<file path="src/rtl/ir_nec_pkg.sv">
// Shared types and tick windows for the NEC IR receiver.
// All windows are inclusive and measured in prescaler ticks.
package ir_nec_pkg;

    typedef enum logic [2:0] {
        ST_IDLE,
        ST_LEAD_MARK,
        ST_LEAD_SPACE,
        ST_BIT_MARK,
        ST_BIT_SPACE,
        ST_STOP_MARK,
        ST_REP_MARK
    } nec_state_e;

    typedef logic [7:0] dur_t;

    localparam dur_t DUR_MAX    = 8'd255;

    localparam dur_t LEAD_M_MIN = 8'd144;
    localparam dur_t LEAD_M_MAX = 8'd176;
    localparam dur_t LEAD_S_MIN = 8'd72;
    localparam dur_t LEAD_S_MAX = 8'd88;
    localparam dur_t REP_S_MIN  = 8'd36;
    localparam dur_t REP_S_MAX  = 8'd44;
    localparam dur_t UNIT_MIN   = 8'd7;
    localparam dur_t UNIT_MAX   = 8'd13;
    localparam dur_t ONE_S_MIN  = 8'd25;
    localparam dur_t ONE_S_MAX  = 8'd35;

    function automatic logic in_window(dur_t d, dur_t lo, dur_t hi);
        return (d >= lo) && (d <= hi);
    endfunction

endpackage

</file>
<file path="src/rtl/ir_input_filter.sv">
// Synchronizes the raw IR line, normalizes it to mark=1 and rejects glitches
// shorter than FILTER_LEN samples. edge_out pulses for one cycle on each change.
module ir_input_filter #(
    parameter int unsigned FILTER_LEN    = 4,
    parameter bit          IR_ACTIVE_LOW = 1'b1
) (
    input  logic clock_in,
    input  logic resetn_in,
    input  logic ir_in,
    output logic level_out,
    output logic edge_out
);

    localparam int unsigned CNT_W    = (FILTER_LEN > 1) ? $clog2(FILTER_LEN) : 1;
    localparam logic [CNT_W-1:0] CNT_LAST = CNT_W'(FILTER_LEN - 1);
    // Raw level of an idle (space) line; also the synchronizer reset value.
    localparam logic IDLE_RAW = IR_ACTIVE_LOW;

    logic             sync1_q, sync2_q;
    logic             sample;
    logic             level_q, level_d;
    logic             edge_q, edge_d;
    logic [CNT_W-1:0] cnt_q, cnt_d;

    assign sample = sync2_q ^ IDLE_RAW;

    // NOTE: every variable gets a default before any branch so no latch is inferred.
    always_comb begin
        level_d = level_q;
        edge_d  = 1'b0;
        cnt_d   = '0;
        if (sample != level_q) begin
            if (cnt_q == CNT_LAST) begin
                level_d = sample;
                edge_d  = 1'b1;
            end else begin
                cnt_d = cnt_q + 1'b1;
            end
        end
    end

    // NOTE: sequential state uses non-blocking assignments so all flops update together.
    always_ff @(posedge clock_in or negedge resetn_in) begin
        if (!resetn_in) begin
            sync1_q <= IDLE_RAW;
            sync2_q <= IDLE_RAW;
            level_q <= 1'b0;
            edge_q  <= 1'b0;
            cnt_q   <= '0;
        end else begin
            sync1_q <= ir_in;
            sync2_q <= sync1_q;
            level_q <= level_d;
            edge_q  <= edge_d;
            cnt_q   <= cnt_d;
        end
    end

    assign level_out = level_q;
    assign edge_out  = edge_q;

endmodule

</file>
<file path="src/rtl/nec_ir_receiver.sv">
// NEC IR frame decoder: measures filtered segment lengths in ticks and walks
// the lead / 32-bit / stop sequence, reporting frames, repeats and errors.
module nec_ir_receiver
    import ir_nec_pkg::*;
#(
    parameter int unsigned CLKS_PER_TICK = 450,
    parameter int unsigned FILTER_LEN    = 4,
    parameter bit          IR_ACTIVE_LOW = 1'b1
) (
    input  logic       clock_in,
    input  logic       resetn_in,
    input  logic       ir_in,
    output logic       valid_out,
    output logic       repeat_out,
    output logic       error_out,
    output logic       busy_out,
    output logic [7:0] address_out,
    output logic [7:0] command_out
);

    localparam int unsigned PRE_W = (CLKS_PER_TICK > 1) ? $clog2(CLKS_PER_TICK) : 1;
    localparam logic [PRE_W-1:0] PRE_LAST = PRE_W'(CLKS_PER_TICK - 1);

    logic             f_level, f_edge;
    logic [PRE_W-1:0] pre_q, pre_d;
    dur_t             dur_q, dur_d;
    nec_state_e       st_q, st_d;
    logic [31:0]      sr_q, sr_d;
    logic [4:0]       bit_cnt_q, bit_cnt_d;
    logic             valid_q, valid_d;
    logic             repeat_q, repeat_d;
    logic             error_q, error_d;
    logic [7:0]       addr_q, addr_d;
    logic [7:0]       cmd_q, cmd_d;

    ir_input_filter #(
        .FILTER_LEN   (FILTER_LEN),
        .IR_ACTIVE_LOW(IR_ACTIVE_LOW)
    ) u_filter (
        .clock_in (clock_in),
        .resetn_in(resetn_in),
        .ir_in    (ir_in),
        .level_out(f_level),
        .edge_out (f_edge)
    );

    // Each filtered edge restarts the measurement of the next segment.
    always_comb begin
        pre_d = pre_q + 1'b1;
        dur_d = dur_q;
        if (f_edge) begin
            pre_d = '0;
            dur_d = '0;
        end else if (pre_q == PRE_LAST) begin
            pre_d = '0;
            if (dur_q != DUR_MAX) dur_d = dur_q + 1'b1;
        end
    end

    always_comb begin
        st_d      = st_q;
        sr_d      = sr_q;
        bit_cnt_d = bit_cnt_q;
        valid_d   = 1'b0;
        repeat_d  = 1'b0;
        error_d   = 1'b0;
        addr_d    = addr_q;
        cmd_d     = cmd_q;

        if (st_q == ST_IDLE) begin
            if (f_edge && f_level) st_d = ST_LEAD_MARK;
        end else if (dur_q == DUR_MAX) begin
            // Also covers an edge landing on saturation: one error either way.
            st_d    = ST_IDLE;
            error_d = 1'b1;
        end else if (f_edge) begin
            // Any segment that matches no window below aborts the frame.
            st_d    = ST_IDLE;
            error_d = 1'b1;
            unique case (st_q)
                ST_LEAD_MARK: begin
                    if (in_window(dur_q, LEAD_M_MIN, LEAD_M_MAX)) begin
                        st_d    = ST_LEAD_SPACE;
                        error_d = 1'b0;
                    end
                end
                ST_LEAD_SPACE: begin
                    if (in_window(dur_q, LEAD_S_MIN, LEAD_S_MAX)) begin
                        st_d      = ST_BIT_MARK;
                        bit_cnt_d = '0;
                        error_d   = 1'b0;
                    end else if (in_window(dur_q, REP_S_MIN, REP_S_MAX)) begin
                        st_d    = ST_REP_MARK;
                        error_d = 1'b0;
                    end
                end
                ST_BIT_MARK: begin
                    if (in_window(dur_q, UNIT_MIN, UNIT_MAX)) begin
                        st_d    = ST_BIT_SPACE;
                        error_d = 1'b0;
                    end
                end
                ST_BIT_SPACE: begin
                    if (in_window(dur_q, UNIT_MIN, UNIT_MAX) ||
                        in_window(dur_q, ONE_S_MIN, ONE_S_MAX)) begin
                        sr_d      = {in_window(dur_q, ONE_S_MIN, ONE_S_MAX), sr_q[31:1]};
                        bit_cnt_d = bit_cnt_q + 5'd1;
                        st_d      = (bit_cnt_q == 5'd31) ? ST_STOP_MARK : ST_BIT_MARK;
                        error_d   = 1'b0;
                    end
                end
                ST_STOP_MARK: begin
                    if (in_window(dur_q, UNIT_MIN, UNIT_MAX) &&
                        (sr_q[15:8] == ~sr_q[7:0]) && (sr_q[31:24] == ~sr_q[23:16])) begin
                        valid_d = 1'b1;
                        error_d = 1'b0;
                        addr_d  = sr_q[7:0];
                        cmd_d   = sr_q[23:16];
                    end
                end
                ST_REP_MARK: begin
                    if (in_window(dur_q, UNIT_MIN, UNIT_MAX)) begin
                        repeat_d = 1'b1;
                        error_d  = 1'b0;
                    end
                end
                default: ;
            endcase
        end
    end

    always_ff @(posedge clock_in or negedge resetn_in) begin
        if (!resetn_in) begin
            pre_q     <= '0;
            dur_q     <= '0;
            st_q      <= ST_IDLE;
            sr_q      <= '0;
            bit_cnt_q <= '0;
            valid_q   <= 1'b0;
            repeat_q  <= 1'b0;
            error_q   <= 1'b0;
            addr_q    <= '0;
            cmd_q     <= '0;
        end else begin
            pre_q     <= pre_d;
            dur_q     <= dur_d;
            st_q      <= st_d;
            sr_q      <= sr_d;
            bit_cnt_q <= bit_cnt_d;
            valid_q   <= valid_d;
            repeat_q  <= repeat_d;
            error_q   <= error_d;
            addr_q    <= addr_d;
            cmd_q     <= cmd_d;
        end
    end

    assign valid_out   = valid_q;
    assign repeat_out  = repeat_q;
    assign error_out   = error_q;
    assign busy_out    = (st_q != ST_IDLE);
    assign address_out = addr_q;
    assign command_out = cmd_q;

endmodule
</file>
<file path="config.mk">
export PLATFORM = sky130hd
export DESIGN_NAME = nec_ir_receiver
export DESIGN_NICKNAME = d
export VERILOG_FILES = /design/src/rtl/ir_nec_pkg.sv /design/src/rtl/ir_input_filter.sv /design/src/rtl/nec_ir_receiver.sv
export SDC_FILE = /design/constraint.sdc
export NUM_CORES = 1
export LEC_CHECK = 0
export BUFFER_PORTS_ARGS = -buffer_cell sky130_fd_sc_hd__buf_2
export CAP_MARGIN = 20
export CORE_UTILIZATION = 40
export DETAILED_ROUTE_END_ITERATION = 6
export MAX_ROUTING_LAYER = met4
export PLACE_DENSITY = 0.53
export SYNTH_ARGS = -nofsm -noshare
export SYNTH_HDL_FRONTEND = slang
export SYNTH_SLANG_ARGS = --single-unit
</file>
<file path="constraint.sdc">
create_clock -name clock_in -period 5.7 [get_ports clock_in]
set_input_delay 0.855 -clock clock_in [delete_from_list [all_inputs] [get_ports clock_in]]
set_output_delay 0.855 -clock clock_in [all_outputs]
set_load 0.02 [all_outputs]
</file>
==> impl_metrics.sql, run 1 <==
INSERT INTO impl_metrics (metric_group, metric, value, unit) VALUES
('synthesis', 'synth.lib_cells_used.distinct', '58', ''),
('placed_design', 'dp_hpwl', '4852', 'um'),
('setup_path', 'setup.reg_to_reg.worst_slack', '3.20', 'ns'),
('final_layout', 'num-nets-final', '366', ''),
('placed_design', 'post_placement_worst_setup_slack', '3.210', 'ns'),
('setup_path', 'beginning_of_the_worst_register_to_register_path', 'dur_q[0]$_DFFE_PN0P_', ''),
('setup_path', 'launching_element_type_of_the_critical_path', 'register', ''),
('synthesis', 'synthDominantAreaCellType', 'dfrtp_1', ''),
('final_layout', 'finalCoreUtilization', '45.57', '%'),
('route', 'drt_drc_violations_left', '0', ''),
('synthesis', 'synth_seq_area_share', '50.60', '%'),
('timing', 'drv_slew', '0', ''),
('synthesis', 'post_synth.cell_area_avg', '12.12', 'sq um'),
('final_layout', 'design_area', '4474', 'sq um'),
('timing', 'timing.max_slew.rel_slack', '55.04', '%'),
('clocking', 'cts_root_buf', 'clkbuf_8', ''),
('floorplanning', 'num_rows', '36', ''),
('synthesis', 'synth-edff-count', '0', ''),
('synthesis', 'largest_cells_by_area_after_synthesis', 'dfrtp_1 (49%), mux2_2 (9.2%), mux2_4 (3.7%)', ''),
('placed_design', 'post_dp_cell_area', '4240', 'sq um'),
('power', 'static-leakage-power', '2.209', 'nW'),
('route', 'drt_first_pass_iters', '4', ''),
('power', 'power.share.combinational', '11.2', '%'),
('global_route', 'antenna_found_initial', '0', ''),
('global_route', 'largest_net_degree_at_the_start_of_global_routing', '83', ''),
('clocking', 'tritoncts', 'done', ''),
('clocking', 'cts_max_path_buffers', '2', ''),
('route', 'drt-total-wl', '7419', 'um'),
('power', 'p_sw', '0.3630', 'mW'),
('floorplanning', 'dieHeight', '102.8', 'um'),
('global_route', 'grt-ovfl-total', '0', ''),
('final_layout', 'flow.area_growth_from_synthesis', '10.20', '%'),
('power', 'seq_power_share', '53.1', '%'),
('route', 'drt_first_iter_violations', '108', ''),
('setup_path', 'end_kind', 'register', ''),
('clocking', 'cts-htree-levels', '3', ''),
('timing', 'worst_pin_slew', '0.6687', 'ns'),
('floorplanning', 'design.core.area', '9819', 'sq um'),
('final_layout', 'antenna-diode-count', '0', ''),
('clocking', 'cts-resized-gates', '0', ''),
('floorplanning', 'die-area', '10560', 'sq um'),
('setup_path', 'crit_path_max_fanout', '35', ''),
('route', 'ant_nets', '0', ''),
('synthesis', 'post_synth_instance_area', '4060', 'sq um'),
('timing', 'finalCriticalPeriod', '2.497', 'ns'),
('placed_design', 'globalplace.congestion', '0.8258', ''),
('route', 'detail_route.vias_per_cell', '5.195', ''),
('floorplanning', 'pin_count', '23', ''),
('power', 'design_power_total', '1.258', 'mW'),
('setup_path', 'rr_endpoint', 'sr_q[18]$_DFFE_PN0P_', ''),
('route', 'detailroute.via_count', '2556', ''),
('timing', 'clock_skew', '0.01316', 'ns'),
('synthesis', 'post_synth_inst_count', '335', ''),
('synthesis', 'syn-num-nets', '347', ''),
('route', 'route.detailed.wl_per_inst', '15.08', 'um'),
('outcome', 'outcome', 'complete, no violations', ''),
('timing', 'timing.final.ws_setup', '3.203', 'ns'),
('synthesis', 'synth.yosys.warnings', '0', ''),
('run', 'max_cap_violations', '0', ''),
('clocking', 'clk_latency', '0.36', 'ns'),
('placed_design', 'numPortBuffers', '22', ''),
('power', 'internal-power', '0.8952', 'mW'),
('global_route', 'globalRouteTotalUtil', '16.32', '%'),
('timing', 'final_hold_fails', '0', ''),
('synthesis', 'asyncSetResetFlopFracSynth', '100.0', '%'),
('power', 'power_per_cell_area', '281.2', 'nW/um^2'),
('clocking', 'cts_buffers', '9', ''),
('setup_path', 'crit_required', '5.94', 'ns'),
('synthesis', 'post-synth-top-count-cell', 'dfrtp_1', ''),
('global_route', 'vias_in_the_first_global_route', '2581', ''),
('global_route', 'wire_length_of_the_first_global_routing_pass', '12690', 'um');
cells by family after synthesis:
kind of cell    synth area share (%)
mux                            15.01
compound gates                 7.212
fa+ha+maj                      2.774
buf+inv                        3.267
simple gates                   14.67
flops                          50.60
xor+xnor                       6.472
worst max path at each step:
stage | slack [ns] | to | startpoint | cells past startpoint
6_report | 3.20 | sr_q[18]$_DFFE_PN0P_ | dur_q[0]$_DFFE_PN0P_ | 8
5_1_grt | 3.00 | sr_q[30]$_DFFE_PN0P_ | dur_q[0]$_DFFE_PN0P_ | 8
4_1_cts | 3.19 | sr_q[18]$_DFFE_PN0P_ | dur_q[1]$_DFFE_PN0P_ | 8
3_5_place_dp | 3.21 | sr_q[18]$_DFFE_PN0P_ | dur_q[0]$_DFFE_PN0P_ | 8
3_3_place_gp | 3.26 | sr_q[19]$_DFFE_PN0P_ | dur_q[0]$_DFFE_PN0P_ | 8
2_1_floorplan | 3.49 | sr_q[0]$_DFFE_PN0P_ | dur_q[0]$_DFFE_PN0P_ | 8
layout make-up:
class,count,area (sq um)
Clock buffer,9,123.9
Clock inverter,7,82.58
Fill cell,923,5345
Inverter,7,26.28
Multi-Input combinational cell,230,1873
Sequential cell,82,2054
Tap cell,133,166.4
Timing Repair Buffer,24,147.6
power groups by stage:
stage	clock network, mW	registers (mW)	logic, mW
final	0.449	0.668	0.141
after floorplan	0	0.668	0.109
after global placement	0	0.680	0.137
after detailed placement	0	0.680	0.141
after global routing	0.489	0.676	0.165
after CTS	0.467	0.669	0.141
cell usage in the layout (no fill, tap or decap), drive strengths merged, types with 2 or more instances in the layout:
cell type,n
a211o,3
a21oi,7
a22o,3
a31oi,3
and2,7
and3,2
and4,2
buf,24
clkbuf,9
clkinvlp,2
dfrtp,80
dfstp,2
ha,9
inv,11
mux2,49
mux2i,2
nand2,15
nand3,9
nand3b,3
nand4,10
nor2,25
nor2b,3
nor3,6
nor3b,4
nor4,7
o2111ai,3
o211ai,4
o21ai,4
o311ai,2
o31a,2
o31ai,2
or2,2
xnor2,15
xor2,15
critical path, cell delays in order, from the launching register on:
cell,delay (ns)
dfrtp_1,0.45
inv_1,0.10
ha_1,0.23
nand3b_1,0.19
o2111ai_2,0.42
o31a_1,0.31
nor3_4,0.04
buf_4,0.28
mux2_1,0.36
registers in the layout, summed over array words and instances (netlist names):
name and cells:
dur_q 8, command_out 8, st_q 3, sr_q 32
u_filter.sync2_q 1, error_out 1, u_filter.cnt_q 2, address_out 8
u_filter.level_out 1, valid_out 1, repeat_out 1, u_filter.edge_out 1
u_filter.sync1_q 1, pre_q 9, bit_cnt_q 5
per-stage QoR:
step	std cells	hold WS, ns
final	492	0.3527
after CTS	491	0.3632
after global routing	492	0.3505
after floorplan	335	0.3452
after detailed placement	475	0.3495
after global placement	475	0.3457
layer usage:
metal | up-vias | part of all wire, % | track usage, %
met1 | 1272 | 50 | 22.10
li1 | 1240 | - | -
met3 | 10 | 2.2 | 2.644
met5 | - | 0 | -
met4 | 0 | 1.8 | 7.151
met2 | 34 | 46 | 24.21
(Power assumes the default switching activity.)
==> run 2: changes to the inputs <==
- ABC_AREA: unset -> 1
- clock period: 5.7 -> 2.41 ns (I/O delays scaled with it)
==> run 2 against run 1 <==
  * First-iteration DRC count is 43% higher
  * Setup slack lost 2.9 ns
  * Sequential share of layout area fell by 0.97 points
  * Wire length up 12%
  * Count of clock-buffer cells in the layout stayed put
  * Critical path type unchanged
  * Largest power group unchanged
  * Highest routed layer unchanged
==> impl_metrics.sql, run 2 <==
INSERT INTO impl_metrics (metric_group, metric, value, unit) VALUES
('setup_path', 'rr_endpoint', 'sr_q[16]$_DFFE_PN0P_', ''),
('global_route', 'globalRouteTotalUtil', '17.32', '%'),
('setup_path', 'beginning_of_the_worst_register_to_register_path', 'dur_q[0]$_DFFE_PN0P_', ''),
('hold_path', 'timing.hold.worst_path_depth', '1', ''),
('setup_path', 'crit_required', '2.64', 'ns'),
('global_route', 'antenna_found_initial', '0', ''),
('timing', 'clock_skew', '0.01318', 'ns'),
('hold_path', 'worst_hold_startpoint', 'ir_in', ''),
('clocking', 'cts-htree-levels', '3', ''),
('timing', 'worst_pin_slew', '0.4646', 'ns'),
('clocking', 'cts_buffers', '9', ''),
('timing', 'setup_viol_count_final', '0', ''),
('clocking', 'postCtsSetupRepairBufs', '0', ''),
('timing', 'timing.max_slew.rel_slack', '69.03', '%'),
('final_layout', 'biggestRegsByFlops', 'sr_q: 32 flops, pre_q: 9 flops', ''),
('setup_path', 'worst_path_max_delay_cell', 'dfrtp_1', ''),
('setup_path', 'critical_path_arrival', '2.31', 'ns'),
('route', 'detail_route.vias_per_cell', '4.669', ''),
('synthesis', 'proportion_of_netlist_area_held_by_the_largest_area_contributor', '48.31', '%'),
('outcome', 'outcome', 'complete, no violations', ''),
('clocking', 'clk_pin_slew', '0.09', 'ns'),
('setup_path', 'cp_cell_sequence', 'inv_1 > ha_1 > nor2_1 > nand2_2 > nand3_1 > nand2_1 > nand2_2 > nor2_8 > buf_4 > o21ai_0', ''),
('power', 'power_switching_share', '32.23', '%'),
('synthesis', 'yosys_register_bits', '82', ''),
('placed_design', 'post_placement_worst_setup_slack', '0.3331', 'ns'),
('route', 'detailroute.via_count', '3147', ''),
('synthesis', 'synth_seq_area_share', '49.58', '%'),
('route', 'ant_nets', '0', ''),
('final_layout', 'num-nets-final', '548', ''),
('power', 'seq_power_share', '53.1', '%'),
('run', 'max_cap_violations', '0', ''),
('route', 'drt_drc_violations_left', '0', ''),
('setup_path', 'end_kind', 'register', ''),
('timing', 'fin_tns_setup', '0', 'ns'),
('power', 'power.share.combinational', '15.2', '%'),
('global_route', 'vias_in_the_first_global_route', '3040', ''),
('final_layout', 'layout_common_cells', 'nand2_1 (155), dfrtp_1 (80), inv_1 (66)', ''),
('clocking', 'clk_latency', '0.36', 'ns'),
('timing', 'drv_slew', '0', ''),
('clocking', 'total_clock_sinks', '82', ''),
('synthesis', 'syn-num-nets', '523', ''),
('global_route', 'largest_net_degree_at_the_start_of_global_routing', '36', ''),
('global_route', 'grt-ovfl-total', '0', ''),
('synthesis', 'synth.cells.most_frequent', 'nand2_1 (155), dfrtp_1 (80), inv_1 (66), nor2_1 (45), o21ai_0 (37)', ''),
('setup_path', 'timing.setup.critical_path_class', 'reg -> reg', ''),
('power', 'power.ir.vdd_worst', '0.3654', 'mV'),
('timing', 'finalCriticalPeriod', '2.084', 'ns'),
('placed_design', 'dp_hpwl', '6009', 'um'),
('setup_path', 'timing.critical_path.slowest_cell_delay', '0.45', 'ns'),
('route', 'drt_first_iter_violations', '154', ''),
('floorplanning', 'num_rows', '36', ''),
('setup_path', 'crit_path_max_fanout', '33', ''),
('route', 'route.detailed.wl_per_inst', '12.30', 'um'),
('floorplanning', 'die-width', '103.8', 'um'),
('global_route', 'wire_length_of_the_first_global_routing_pass', '14450', 'um'),
('power', 'power.clock.fraction', '31.7', '%'),
('setup_path', 'launching_element_type_of_the_critical_path', 'register', ''),
('route', 'detailroute.wirelength.met3', '274', 'um'),
('route', 'drt_first_pass_iters', '4', ''),
('timing', 'max_freq', '0.4800', 'GHz'),
('power', 'static-leakage-power', '2.298', 'nW'),
('placed_design', 'globalplace.congestion', '0.8568', ''),
('timing', 'final_hold_fails', '0', ''),
('synthesis', 'asyncSetResetFlopFracSynth', '100.0', '%'),
('floorplanning', 'die-area', '10770', 'sq um'),
('floorplanning', 'dieHeight', '103.8', 'um'),
('timing', 'timing.final.ws_setup', '0.3265', 'ns'),
('synthesis', 'post_synth.cell_area_avg', '8.110', 'sq um'),
('synthesis', 'largest_cells_by_area_after_synthesis', 'dfrtp_1 (48%), nand2_1 (14%), inv_1 (6.0%)', ''),
('synthesis', 'post_synth_instance_area', '4144', 'sq um'),
('final_layout', 'largest_register_ffs', '32', ''),
('synthesis', 'synth.lib_cells_used.distinct', '31', ''),
('hold_path', 'hold-path-endpoint', 'u_filter.sync1_q$_DFF_PN1_', ''),
('timing', 'timing.final.crit_share', '86.45', '%'),
('floorplanning', 'pin_count', '23', ''),
('synthesis', 'synth.yosys.warnings', '0', ''),
('placed_design', 'numPortBuffers', '22', ''),
('power', 'p_sw', '0.9792', 'mW'),
('route', 'm1WireLength', '4388', 'um'),
('route', 'dr_wl_met2', '3492', 'um'),
('floorplanning', 'floorplan.initialDensity', '41.82', '%'),
('clocking', 'cts_root_buf', 'clkbuf_8', ''),
('final_layout', 'layout.cells.most_common', 'nand2_1', ''),
('final_layout', 'antenna-diode-count', '0', ''),
('final_layout', 'flow.area_growth_from_synthesis', '10.30', '%'),
('timing', 'unrepaired_setup_endpoints_after_global_routing', 'no', ''),
('setup_path', 'setup.reg_to_reg.worst_slack', '0.33', 'ns'),
('synthesis', 'post_synth_inst_count', '511', ''),
('synthesis', 'ys_dominant_reg_cell', 'dfrtp_1', ''),
('route', 'drt-total-wl', '8291', 'um'),
('synthesis', 'synth-edff-count', '0', ''),
('setup_path', 'critical_path.most_common_cell', 'nand2_2', ''),
('floorplanning', 'design.core.area', '9910', 'sq um'),
('clocking', 'tritoncts', 'done', ''),
('setup_path', 'worst_r2r_path_depth', '10', ''),
('route', 'top_layer_used', 'met4', ''),
('final_layout', 'largest-register', 'sr_q', ''),
('synthesis', 'synthDominantAreaCellType', 'dfrtp_1', ''),
('clocking', 'cts-resized-gates', '0', ''),
('clocking', 'cts_max_path_buffers', '2', ''),
('hold_path', 'worstHoldPathType', 'in -> reg', ''),
('synthesis', 'post-synth-top-count-cell', 'nand2_1', ''),
('power', 'internal-power', '2.059', 'mW'),
('final_layout', 'drive_gt1_share', '14.42', '%'),
('power', 'power_per_cell_area', '664.7', 'nW/um^2');
==> run 2: changes by cell type after synthesis, sizes merged, moves of 4 or more <==
cell    previous run  this run
o211ai             4         0
a21oi              7         2
nor4               7         1
o21ai              4        63
nand3              9        25
mux2              49         0
and2               7         0
nand2             15       160
nor2              25        48
clkbuf             5         1
nand4             10         4
xnor2             15         1
inv                7        71
==> run 2: per-layer routing <==
| layer | GRT usage (%) | up-vias |
|---|---|---|
| li1 | - | 1640 |
| met1 | 24.51 | 1443 |
| met2 | 24.78 | 50 |
| met3 | 3.398 | 14 |
| met4 | 5.918 | 0 |
| met5 | - | - |
==> run 2: worst max-delay path by stage <==
stage,from,end
5_1_grt,dur_q[0]$_DFFE_PN0P_,sr_q[19]$_DFFE_PN0P_
4_1_cts,dur_q[0]$_DFFE_PN0P_,command_out[5]$_DFFE_PN0P_
6_report,dur_q[0]$_DFFE_PN0P_,sr_q[16]$_DFFE_PN0P_
3_5_place_dp,dur_q[0]$_DFFE_PN0P_,command_out[5]$_DFFE_PN0P_
2_1_floorplan,dur_q[0]$_DFFE_PN0P_,sr_q[15]$_DFFE_PN0P_
3_3_place_gp,dur_q[0]$_DFFE_PN0P_,command_out[5]$_DFFE_PN0P_
==> run 2: kinds of logic after synthesis <==
kind of cell / count (synthesis) / synth area share [%]
and+or+nand+nor: 251 / 25.27
buffers and inverters: 86 / 9.329
DFF: 82 / 49.58
AOI/OAI and AO/OA: 70 / 10.36
xor gates and xnor gates: 13 / 2.748
adders and majority gates: 9 / 2.717
==> run 2: what timing repair did <==
action	in CTS	in global routing
endpoints found under the setup margin	0	0
endpoints found under the hold margin	31	0
hold buffers	1	0
==> run 2: critical path: cells and delay by family (launching register included) <==
family,cells,cell delay [ns]
simple gates,6,0.67
compound gates,1,0.15
fa+ha+maj,1,0.24
buf+inv,2,0.44
flops,1,0.45
==> run 2: layout make-up <==
class	instances	area, sq um
clock buffer	9	123.9
clock inverter	7	63.81
fill	1013	5339
inverter	71	266.5
multi-input combinational	343	1703
sequential	82	2054
tap	133	166.4
timing repair buffer	29	192.7
==> run 2: power groups by stage <==
stage	combinational [mW]	sequential [mW]	clock, mW
after floorplan	0.373	1.60	0
after global placement	0.458	1.63	0
after detailed placement	0.467	1.64	0
after CTS	0.471	1.61	0.998
after global routing	0.534	1.64	1.05
final	0.462	1.61	0.962
==> run 2: through the flow <==
step / hold WS, ns / instances / power [mW] / utilization, % / area [sq um]
floorplan: 0.06591 / 511 / 1.969 / - / 4144
global placement: 0.3452 / 657 / 2.092 / 44.13 / 4373
detailed placement: 0.3470 / 657 / 2.109 / 44.13 / 4373
CTS: 0.08053 / 674 / 3.083 / 46.12 / 4571
global route: 0.06824 / 674 / 3.222 / 46.12 / 4571
finish: 0.1013 / 674 / 3.038 / 46.12 / 4571
==> run 3: changes to the inputs <==
- CORE_ASPECT_RATIO: unset -> 1.4
- REMOVE_ABC_BUFFERS: unset -> 1
==> run 3 against run 2 <==
  * Non-clock buffer count decreased by 4
  * Sequential cell count unchanged
  * Critical path type unchanged
  * Via count increased by 1.0%
  * First-iteration DRC count decreased by 7.1%
  * Power increased by 11%
==> impl_metrics.sql, run 3 (synthesis gave the netlist of run 2 again) <==
INSERT INTO impl_metrics (metric_group, metric, value, unit) VALUES
('final_layout', 'antenna-diode-count', '0', ''),
('setup_path', 'timing.critical_path.slowest_cell_delay', '0.43', 'ns'),
('route', 'drt-total-wl', '8517', 'um'),
('route', 'detailroute.via_count', '3179', ''),
('placed_design', 'globalplace.congestion', '0.9894', ''),
('final_layout', 'layout.cells.most_common', 'nand2_1', ''),
('placed_design', 'numPortBuffers', '22', ''),
('floorplanning', 'die-width', '88.02', 'um'),
('timing', 'finalCriticalPeriod', '1.957', 'ns'),
('setup_path', 'critical_path.most_common_cell', 'inv_1', ''),
('setup_path', 'worst-path-buf-inv', '3', ''),
('clocking', 'cts-resized-gates', '0', ''),
('timing', 'clock_skew', '0.004812', 'ns'),
('global_route', 'antenna_found_initial', '0', ''),
('hold_path', 'worstHoldPathType', 'in -> async', ''),
('setup_path', 'path_delay_family', 'simple AND/OR/NAND/NOR gates', ''),
('final_layout', 'drive_gt1_share', '13.78', '%'),
('setup_path', 'end_kind', 'register', ''),
('route', 'route.detailed.wl_per_inst', '12.67', 'um'),
('global_route', 'largest_net_degree_at_the_start_of_global_routing', '50', ''),
('placed_design', 'dp_hpwl', '6147', 'um'),
('setup_path', 'launching_element_type_of_the_critical_path', 'register', ''),
('clocking', 'cts-htree-levels', '3', ''),
('final_layout', 'largest_register_ffs', '32', ''),
('global_route', 'grt-ovfl-total', '0', ''),
('clocking', 'cts_max_path_buffers', '2', ''),
('setup_path', 'crit_path_max_fanout', '6', ''),
('global_route', 'vias_in_the_first_global_route', '3058', ''),
('clocking', 'cts_buffers', '9', ''),
('clocking', 'cts_root_buf', 'clkbuf_16', ''),
('floorplanning', 'dieHeight', '122.4', 'um'),
('final_layout', 'regArea', '2054', 'sq um'),
('final_layout', 'fillerInstances', '1033', ''),
('final_layout', 'biggestRegsByFlops', 'sr_q: 32 flops, pre_q: 9 flops', ''),
('route', 'drt_first_iter_violations', '143', ''),
('timing', 'timing.max_slew.rel_slack', '63.02', '%'),
('clocking', 'total_clock_sinks', '82', ''),
('floorplanning', 'floorplan.initialDensity', '41.41', '%'),
('final_layout', 'largest-register', 'sr_q', ''),
('timing', 'fin_tns_setup', '0', 'ns'),
('route', 'detail_route.vias_per_cell', '4.731', ''),
('power', 'power.ir.vdd_worst', '0.4293', 'mV'),
('final_layout', 'multiInputGateArea', '1703', 'sq um'),
('setup_path', 'critical_path_arrival', '2.18', 'ns'),
('setup_path', 'crit_required', '2.63', 'ns'),
('timing', 'final_hold_fails', '0', ''),
('timing', 'timing.final.crit_share', '81.20', '%'),
('placed_design', 'placedCellCount', '656', ''),
('global_route', 'wire_length_of_the_first_global_routing_pass', '14410', 'um'),
('power', 'static-leakage-power', '2.326', 'nW'),
('clocking', 'postCtsHoldBufs', '0', ''),
('timing', 'timing.final.ws_setup', '0.4530', 'ns'),
('outcome', 'outcome', 'complete, no violations', ''),
('timing', 'drv_slew', '0', ''),
('power', 'design_power_total', '3.379', 'mW'),
('floorplanning', 'pin_count', '23', ''),
('floorplanning', 'num_rows', '43', ''),
('final_layout', 'layout_common_cells', 'nand2_1 (155), dfrtp_1 (80), inv_1 (66)', ''),
('setup_path', 'cp_cell_sequence', 'inv_1 > ha_1 > nor2_1 > nand2_2 > nand3_1 > nand3_1 > inv_1 > nor2_1 > inv_1 > nand2_1 > o21ai_2', ''),
('timing', 'unrepaired_setup_endpoints_after_global_routing', 'no', ''),
('clocking', 'postCtsSetupRepairBufs', '0', ''),
('run', 'max_cap_violations', '0', ''),
('clocking', 'tritoncts', 'done', ''),
('clocking', 'clk_pin_slew', '0.06', 'ns'),
('placed_design', 'post_placement_worst_setup_slack', '0.4596', 'ns'),
('timing', 'max_freq', '0.5110', 'GHz'),
('power', 'power_per_cell_area', '727.0', 'nW/um^2'),
('timing', 'worst_pin_slew', '0.5546', 'ns'),
('route', 'ant_nets', '0', ''),
('final_layout', 'flow.area_growth_from_synthesis', '12.17', '%'),
('global_route', 'globalRouteTotalUtil', '18.23', '%'),
('final_layout', 'finalCoreUtilization', '46.45', '%'),
('final_layout', 'stdcell_count', '672', ''),
('setup_path', 'worst_path_max_delay_cell', 'dfrtp_1', ''),
('floorplanning', 'die-area', '10780', 'sq um'),
('clocking', 'clk_latency', '0.34', 'ns'),
('final_layout', 'num-nets-final', '544', ''),
('setup_path', 'timing.setup.critical_path_class', 'reg -> reg', ''),
('floorplanning', 'design.core.area', '10010', 'sq um'),
('route', 'drt_first_pass_iters', '5', ''),
('timing', 'setup_viol_count_final', '0', ''),
('route', 'drt_drc_violations_left', '0', '');
run 3: changes by cell type in the layout (fill, tap and decap cells not counted), moves of 2 or more:
cell,delta
buf_4,-4
clkbuf_16,+9
clkbuf_8,-7
inv_6,-2
run 3: layer usage:
layer	vias to the layer above	part of all wire (%)	GRT usage, %
met3	19	2.4	3.093
li1	1636	-	-
met2	46	52	31.59
met5	-	0	-
met4	0	3.0	8.871
met1	1478	42	20.04
run 3: power by group:
group | total [mW] | switching, mW | leakage (nW) | internal (mW)
logic | 0.462 | 0.292 | 1.07 | 0.170
registers | 1.62 | 0.122 | 1.12 | 1.50
clock network | 1.30 | 0.547 | 0.139 | 0.753
total | 3.38 | 0.961 | 2.33 | 2.42
run 3: cell type report:
| type | instances | area share, % |
|---|---|---|
| Clock buffer | 12 | 5.518 |
| Sequential cell | 82 | 44.20 |
| Clock inverter | 4 | 0.5653 |
| Tap cell | 135 | 3.634 |
| Multi-Input combinational cell | 343 | 36.64 |
| Timing Repair Buffer | 25 | 3.715 |
| Inverter | 71 | 5.734 |
run 3: through the flow:
step	hold WS, ns	area (sq um)
4_1_cts	0.03057	4648
2_1_floorplan	0.06591	4024
3_5_place_dp	0.3490	4365
5_1_grt	0.06038	4648
3_3_place_gp	0.3479	4365
6_report	0.01228	4648
run 3: worst paths after layout:
check | from | end | slack (ns) | cells after the start
max in group asynchronous | resetn_in | u_filter.sync2_q$_DFF_PN1_ | 1.71 | 2
min in group clock_in | ir_in | u_filter.sync1_q$_DFF_PN1_ | 0.12 | 1
worst min-delay path | resetn_in | address_out[6]$_DFFE_PN0P_ | 0.01 | 1
worst max-delay path | dur_q[0]$_DFFE_PN0P_ | bit_cnt_q[0]$_DFFE_PN0P_ | 0.45 | 11
worst min register to register | u_filter.sync1_q$_DFF_PN1_ | u_filter.sync2_q$_DFF_PN1_ | 0.36 | 0
worst max register to register | dur_q[0]$_DFFE_PN0P_ | bit_cnt_q[0]$_DFFE_PN0P_ | 0.45 | 11
